**config.mk**
```make
export PLATFORM = sky130hd
export DESIGN_NAME = icache_refill_ctrl
export DESIGN_NICKNAME = d
export VERILOG_FILES = /design/src/rtl/icache_refill_pkg.sv /design/src/rtl/refill_block_assembler.sv /design/src/rtl/icache_refill_ctrl.sv
export SDC_FILE = /design/constraint.sdc
export NUM_CORES = 1
export LEC_CHECK = 0
export BUFFER_PORTS_ARGS = -buffer_cell sky130_fd_sc_hd__buf_2
export CAP_MARGIN = 20
export CORE_AREA = 2 2 284 286
export DETAILED_ROUTE_END_ITERATION = 6
export DIE_AREA = 0 0 286 288
export PLACE_DENSITY_LB_ADDON = 0.1
export SLEW_MARGIN = 20
export SYNTH_ARGS = -nofsm -noshare
export SYNTH_HDL_FRONTEND = slang
export SYNTH_SLANG_ARGS = --single-unit
```
**constraint.sdc**
```tcl
create_clock -name i_clk -period 2.57 [get_ports i_clk]
set_input_delay 0.514 -clock i_clk [delete_from_list [all_inputs] [get_ports i_clk]]
set_output_delay 0.514 -clock i_clk [all_outputs]
set_load 0.02 [all_outputs]
```
**src/rtl/icache_refill_pkg.sv**
```systemverilog
// -----------------------------------------------------------------------------
// icache_refill_pkg
// Shared types and sizing helpers for the instruction-cache refill controller.
//   refill_state_t : controller phase (IDLE, REQ, FILL, WRITE)
//   calc_beats     : AXI beats per cache block
//   calc_ofs       : byte-offset bits inside one cache block
//   calc_cnt_w     : width of the beat counter (at least 1 bit)
// -----------------------------------------------------------------------------
package icache_refill_pkg;

  typedef enum logic [1:0] {
    IDLE  = 2'd0,
    REQ   = 2'd1,
    FILL  = 2'd2,
    WRITE = 2'd3
  } refill_state_t;

  function automatic int unsigned calc_beats(int unsigned block_width,
                                             int unsigned data_width);
    return block_width / data_width;
  endfunction

  function automatic int unsigned calc_ofs(int unsigned block_width);
    return $clog2(block_width / 8);
  endfunction

  function automatic int unsigned calc_cnt_w(int unsigned beats);
    return (beats > 1) ? $clog2(beats) : 1;
  endfunction

endpackage

```
**src/rtl/refill_block_assembler.sv**
```systemverilog
// -----------------------------------------------------------------------------
// refill_block_assembler
// Beat counter plus block register. Each accepted beat lands in the slot
// selected by the counter; the counter wraps to zero after the final beat.
//   i_clk        clock
//   i_arst       asynchronous active-low reset
//   i_clear      restart the counter at slot 0 (new refill)
//   i_beat_valid accept i_beat_data into the current slot
//   i_beat_data  one AXI read beat
//   o_last_beat  counter sits on the final slot of the block
//   o_block      assembled block; changes only on accepted beats
// -----------------------------------------------------------------------------
module refill_block_assembler
  import icache_refill_pkg::*;
#(
  parameter int unsigned BLOCK_WIDTH = 512,
  parameter int unsigned DATA_WIDTH  = 64
) (
  input  logic                   i_clk,
  input  logic                   i_arst,
  input  logic                   i_clear,
  input  logic                   i_beat_valid,
  input  logic [DATA_WIDTH-1:0]  i_beat_data,
  output logic                   o_last_beat,
  output logic [BLOCK_WIDTH-1:0] o_block
);

  localparam int unsigned BEATS = calc_beats(BLOCK_WIDTH, DATA_WIDTH);
  localparam int unsigned CNT_W = calc_cnt_w(BEATS);

  logic [CNT_W-1:0]       cnt_q, cnt_d;
  logic [BLOCK_WIDTH-1:0] block_q, block_d;

  assign o_last_beat = (cnt_q == CNT_W'(BEATS - 1));
  assign o_block     = block_q;

  // NOTE: every always_comb output gets its default (hold) value first, so no
  // path through the block leaves it unassigned and no latch is inferred.
  always_comb begin
    cnt_d   = cnt_q;
    block_d = block_q;
    if (i_clear) begin
      cnt_d = '0;
    end else if (i_beat_valid) begin
      for (int b = 0; b < int'(BEATS); b++) begin
        if (cnt_q == CNT_W'(b)) begin
          block_d[b*DATA_WIDTH +: DATA_WIDTH] = i_beat_data;
        end
      end
      cnt_d = o_last_beat ? '0 : cnt_q + 1'b1;
    end
  end

  // NOTE: sequential state uses non-blocking assignments so every register
  // samples pre-edge values regardless of statement order.
  // NOTE: the block register is reset because its value is visible on
  // o_instr_block and must read as zero out of reset; it is flops, not a RAM.
  always_ff @(posedge i_clk or negedge i_arst) begin
    if (!i_arst) begin
      cnt_q   <= '0;
      block_q <= '0;
    end else begin
      cnt_q   <= cnt_d;
      block_q <= block_d;
    end
  end

endmodule

```
**src/rtl/icache_refill_ctrl.sv**
```systemverilog
// -----------------------------------------------------------------------------
// icache_refill_ctrl
// Instruction-cache miss handler. On a miss it stalls fetch, issues one
// block-aligned AXI read burst, assembles the beats into a block, writes the
// block into the icache for one cycle, then releases the stall.
//
// Ports
//   i_clk, i_arst          clock, asynchronous active-low reset
//   i_icache_hit, i_pc     lookup result and current fetch PC
//   o_stall_fetch          hold PC register / branch predictor
//   o_instr_we, o_instr_block  one-cycle block write into the icache
//   o_ar_*, i_ar_ready     AXI read-address channel
//   i_r_*, o_r_ready       AXI read-data channel
//   o_refill_err           sticky RLAST-vs-beat-count mismatch flag
//   o_miss_count, o_stall_cycles  only when ICACHE_REFILL_PERF_EN is defined
//
// Configuration macro: ICACHE_REFILL_PERF_EN adds two free-running 32-bit
// performance counters; without it the ports and counters do not exist.
// -----------------------------------------------------------------------------
module icache_refill_ctrl
  import icache_refill_pkg::*;
#(
  parameter int unsigned ADDR_WIDTH  = 64,
  parameter int unsigned BLOCK_WIDTH = 512,
  parameter int unsigned DATA_WIDTH  = 64
) (
  input  logic                   i_clk,
  input  logic                   i_arst,
  input  logic                   i_icache_hit,
  input  logic [ADDR_WIDTH-1:0]  i_pc,
  output logic                   o_stall_fetch,
  output logic                   o_instr_we,
  output logic [BLOCK_WIDTH-1:0] o_instr_block,
  output logic                   o_ar_valid,
  input  logic                   i_ar_ready,
  output logic [ADDR_WIDTH-1:0]  o_ar_addr,
  output logic [7:0]             o_ar_len,
  input  logic                   i_r_valid,
  input  logic [DATA_WIDTH-1:0]  i_r_data,
  input  logic                   i_r_last,
  output logic                   o_r_ready,
  output logic                   o_refill_err
`ifdef ICACHE_REFILL_PERF_EN
  ,
  output logic [31:0]            o_miss_count,
  output logic [31:0]            o_stall_cycles
`endif
);

  localparam int unsigned BEATS = calc_beats(BLOCK_WIDTH, DATA_WIDTH);
  localparam int unsigned OFS   = calc_ofs(BLOCK_WIDTH);
  localparam logic [ADDR_WIDTH-1:0] ALIGN_MASK =
    {{(ADDR_WIDTH - OFS){1'b1}}, {OFS{1'b0}}};

  refill_state_t          state_q, state_d;
  logic [ADDR_WIDTH-1:0]  addr_q, addr_d;
  logic                   err_q, err_d;

  logic miss_start;
  logic beat_accept;
  logic last_beat;

  // A miss is only acted on from IDLE; once a refill is running it always
  // completes, since the fetched block is valid for its own address even if
  // fetch has been redirected meanwhile.
  assign miss_start  = (state_q == IDLE) && !i_icache_hit;
  assign beat_accept = (state_q == FILL) && i_r_valid;

  refill_block_assembler #(
    .BLOCK_WIDTH (BLOCK_WIDTH),
    .DATA_WIDTH  (DATA_WIDTH)
  ) u_assembler (
    .i_clk        (i_clk),
    .i_arst       (i_arst),
    .i_clear      (miss_start),
    .i_beat_valid (beat_accept),
    .i_beat_data  (i_r_data),
    .o_last_beat  (last_beat),
    .o_block      (o_instr_block)
  );

  always_comb begin
    state_d = state_q;
    addr_d  = addr_q;
    err_d   = err_q;
    unique case (state_q)
      IDLE: begin
        if (!i_icache_hit) begin
          addr_d  = i_pc & ALIGN_MASK;
          state_d = REQ;
        end
      end
      REQ: begin
        if (i_ar_ready) state_d = FILL;
      end
      FILL: begin
        if (i_r_valid) begin
          // Completion follows the beat count; RLAST is only cross-checked.
          if (i_r_last != last_beat) err_d = 1'b1;
          if (last_beat) state_d = WRITE;
        end
      end
      WRITE: begin
        state_d = IDLE;
      end
      default: state_d = IDLE;
    endcase
  end

  always_ff @(posedge i_clk or negedge i_arst) begin
    if (!i_arst) begin
      state_q <= IDLE;
      addr_q  <= '0;
      err_q   <= 1'b0;
    end else begin
      state_q <= state_d;
      addr_q  <= addr_d;
      err_q   <= err_d;
    end
  end

  // Handshake outputs decode straight from the state register, so they are
  // glitch-free and ARVALID cannot drop before ARREADY.
  assign o_ar_valid    = (state_q == REQ);
  assign o_r_ready     = (state_q == FILL);
  assign o_instr_we    = (state_q == WRITE);
  assign o_ar_addr     = addr_q;
  assign o_ar_len      = 8'(BEATS - 1);
  assign o_refill_err  = err_q;
  // The combinational miss term stalls fetch in the very cycle the miss is seen.
  assign o_stall_fetch = (state_q != IDLE) || !i_icache_hit;

`ifdef ICACHE_REFILL_PERF_EN
  logic [31:0] miss_count_q, stall_cycles_q;

  always_ff @(posedge i_clk or negedge i_arst) begin
    if (!i_arst) begin
      miss_count_q   <= '0;
      stall_cycles_q <= '0;
    end else begin
      if (miss_start)    miss_count_q   <= miss_count_q + 32'd1;
      if (o_stall_fetch) stall_cycles_q <= stall_cycles_q + 32'd1;
    end
  end

  assign o_miss_count   = miss_count_q;
  assign o_stall_cycles = stall_cycles_q;
`endif

endmodule
```
==> impl_metrics.yaml <==
outcome:
  status: "finished, final reports clean"
routing:
  avgViaCountPerCell: 4.375
  ant_nets: 0
  routed_wl_mm: 71.93
  post-route-drc-count: 0
  firstDrtPassIters: 4
  routed-via-count: 14260
  wl_per_cell_um: 22.07
  first_iter_violations: 500
global_routing:
  grt_pass1_wl_mm: 105.3
  grt_pass1_vias: 15280
  grt_max_degree: 87
  grt_remaining_overflow: 0
  grt_use_total_pct: 17.17
  antenna_found_initial: 3
synthesis:
  ys_ff_latch: 576
  synth_edf_count: 0
  syn_inst: 1390
  synth-xor-area-share_pct: 0.04032
  ys_types: 28
  synth-adder-area-share_pct: 0.5760
  yosys_warnings: 0
  avgSynthCellArea_um2: 15.63
  synthMuxAreaShare_pct: 26.64
  synth-async-reset-ratio_pct: 100.0
  synth_compound_area_share_pct: 0.1786
  ys_seq_area_share_pct: 66.36
  synth_area_mm2: 0.02172
  ys.flop_type: "dfrtp_1"
  synth_top_family_by_area: "multiplexers"
  synth-simple-area-share_pct: 3.790
sta:
  tightest_slew_ns: 0.6455
  maxSlewViolCount: 0
  min_period_ns: 2.249
  maxSlewHeadroom_pct: 56.97
  skew_ns: 0.02428
  setup_viol: 0
  fin_setup_tns_ns: 0
  worst_slack_ns: 0.3209
  hold_violations: 0
  rsz0062_at_grt: "no"
  post-route-period-util_pct: 87.51
  max_freq_mhz: 444.6
floorplanning:
  placeableCoreArea_mm2: 0.07964
  initial_utilization_pct: 27.28
  die_y_um: 288
  die_area_mm2: 0.08237
  ios: 723
  die_x_um: 286
  rows: 104
clock_network:
  cts_made_buffers: 68
  path_clk_slew_ns: 0.06
  cts_tree: "yes"
  clock_path_buffers: 3
  cts_root_buffer: "clkbuf_16"
  clk_latency_ns: 0.60
  cts_post_setup_buffers_inserted: 0
  ctsHtreeMaxLevel: 3
  cts_sinks: 576
  ctsResizeCount: 0
  cts-hold-fix-buffers: 1
final_layout:
  area_delta_synth_final_pct: 34.28
  fillerInstances: 7887
  layout_commonest_cell: "buf_2"
  fin_nets: 2291
  multi_input_area_mm2: 0.006893
  drive_gt1_share_pct: 61.87
  seq_area_mm2: 0.01441
  final_cell_mix: "701 x buf_2, 576 x dfrtp_1, 490 x mux2_2, 180 x nand2_1, 70 x clkbuf_16"
setup_path:
  cp_slowest_cell: "dfrtp_1"
  r2r_slack_ns: 0.32
  cp_max_fo: 33
  reg2regPathDepth: 6
  endpoint_kind: "register"
  slowest_delay_ns: 0.40
  path_cells: "inv_1 -> ha_1 -> nand2b_2 -> and4_4 -> buf_12 -> mux2_2"
  startpoint_type: "register"
  required_ns: 3.03
  rr_startpoint: "state_q[0]$_DFFE_PN0P_"
  reg2reg_to: "u_assembler.o_block[22]$_DFFE_PN0P_"
  critPathArrivalTime_ns: 2.71
  critical_path_class: "register to register"
placed_design:
  gp_congestion: 0.8168
  dp_hpwl_mm: 50.25
  pre_cts_slack_ns: 0.3211
  port_buffers: 702
min_path:
  hold_depth: 3
  hold_start: "i_pc[10]"
  hold_class: "input port to register"
  hold-path-endpoint: "o_ar_addr[10]$_DFFE_PN0N_"
power_and_ir_drop:
  vdd_drop_max_uv: 544.4
  p_leak_nw: 15.75
  powerDensity_mw_per_mm2: 1368
  total_power_mw: 39.91
flow_run:
  drv_cap: 0
sequential cells by signal, summed over array words and instances (netlist names):
name and count:
state_q 2, u_assembler.o_block 512, o_refill_err 1, o_ar_addr 58, u_assembler.cnt_q 3
per-stage QoR:
stage	util (%)	cells	hold slack, ns	area (um2)
floorplan	-	1402	0.2184	21770
global placement	33.74	3136	0.4413	26870
detailed placement	33.74	3136	0.4492	26870
CTS	36.62	3258	0.05426	29170
global route	36.62	3258	0.07071	29170
finish	36.63	3259	0.1038	29170
worst max-delay path by stage:
stage / slack, ns / end / cells after the start / start
floorplan: 0.46 / u_assembler.o_block[53]$_DFFE_PN0P_ / 8 / state_q[0]$_DFFE_PN0P_
global placement: 0.38 / u_assembler.o_block[18]$_DFFE_PN0P_ / 5 / i_icache_hit
detailed placement: 0.32 / u_assembler.o_block[22]$_DFFE_PN0P_ / 6 / state_q[0]$_DFFE_PN0P_
CTS: 0.30 / u_assembler.o_block[15]$_DFFE_PN0P_ / 6 / state_q[0]$_DFFE_PN0P_
global route: 0.21 / u_assembler.o_block[14]$_DFFE_PN0P_ / 6 / state_q[0]$_DFFE_PN0P_
finish: 0.32 / u_assembler.o_block[22]$_DFFE_PN0P_ / 6 / state_q[0]$_DFFE_PN0P_
area by class of cell:
class / count / area share [%]
repair buffers: 754 / 14.50
clock buffers: 104 / 7.129
flip-flops and latches: 576 / 49.41
multi-input cells: 742 / 23.63
clock inverters: 17 / 0.7078
inverters: 5 / 0.06434
diodes: 1 / 0.008579
well taps: 1060 / 4.547
per-layer routing:
layer / vias up / track usage [%] / wire, um
li1: 6302 / - / -
met1: 7372 / 20.17 / 28430
met2: 492 / 30.17 / 36540
met3: 88 / 5.127 / 5269
met4: 4 / 5.118 / 1677
met5: - / 0 / 18
cell usage after synthesis, types with 3 or more instances:
library cell / number / area share (%)
nand2_1: 180 / 3.1
dfrtp_1: 576 / 66
nor2b_1: 3 / 0.086
nor2_1: 3 / 0.052
clkbuf_1: 5 / 0.086
mux2_1: 23 / 1.2
buf_1: 7 / 0.12
nand3_2: 4 / 0.18
buf_2: 39 / 0.90
ha_1: 10 / 0.58
inv_1: 5 / 0.086
buf_4: 15 / 0.52
buf_6: 13 / 0.67
mux2_2: 490 / 25
cells by family (layout without fill, tap and decap cells):
kind of cell | count (synthesis) | count (layout)
xor+xnor | 1 | 1
fa+ha+maj | 10 | 10
flops | 576 | 576
compound gates | 5 | 5
simple gates | 198 | 198
mux | 514 | 514
other cells | 2 | 15
buf+inv | 84 | 880
report_power, final:
group / internal (mW) / total [mW] / leakage [nW] / switching, mW
Combinational: 5.75 / 15.4 / 7.10 / 9.61
Sequential: 12.9 / 14.8 / 7.52 / 1.87
Clock: 5.89 / 9.76 / 1.13 / 3.87
critical path: cells and delay by family (launching register included):
kind | cells | cell delay, ns
DFF | 1 | 0.40
muxes | 1 | 0.38
adders and majority gates | 1 | 0.27
and+or+nand+nor | 2 | 0.67
buffers and inverters | 2 | 0.34
(Power assumes the default switching activity.)
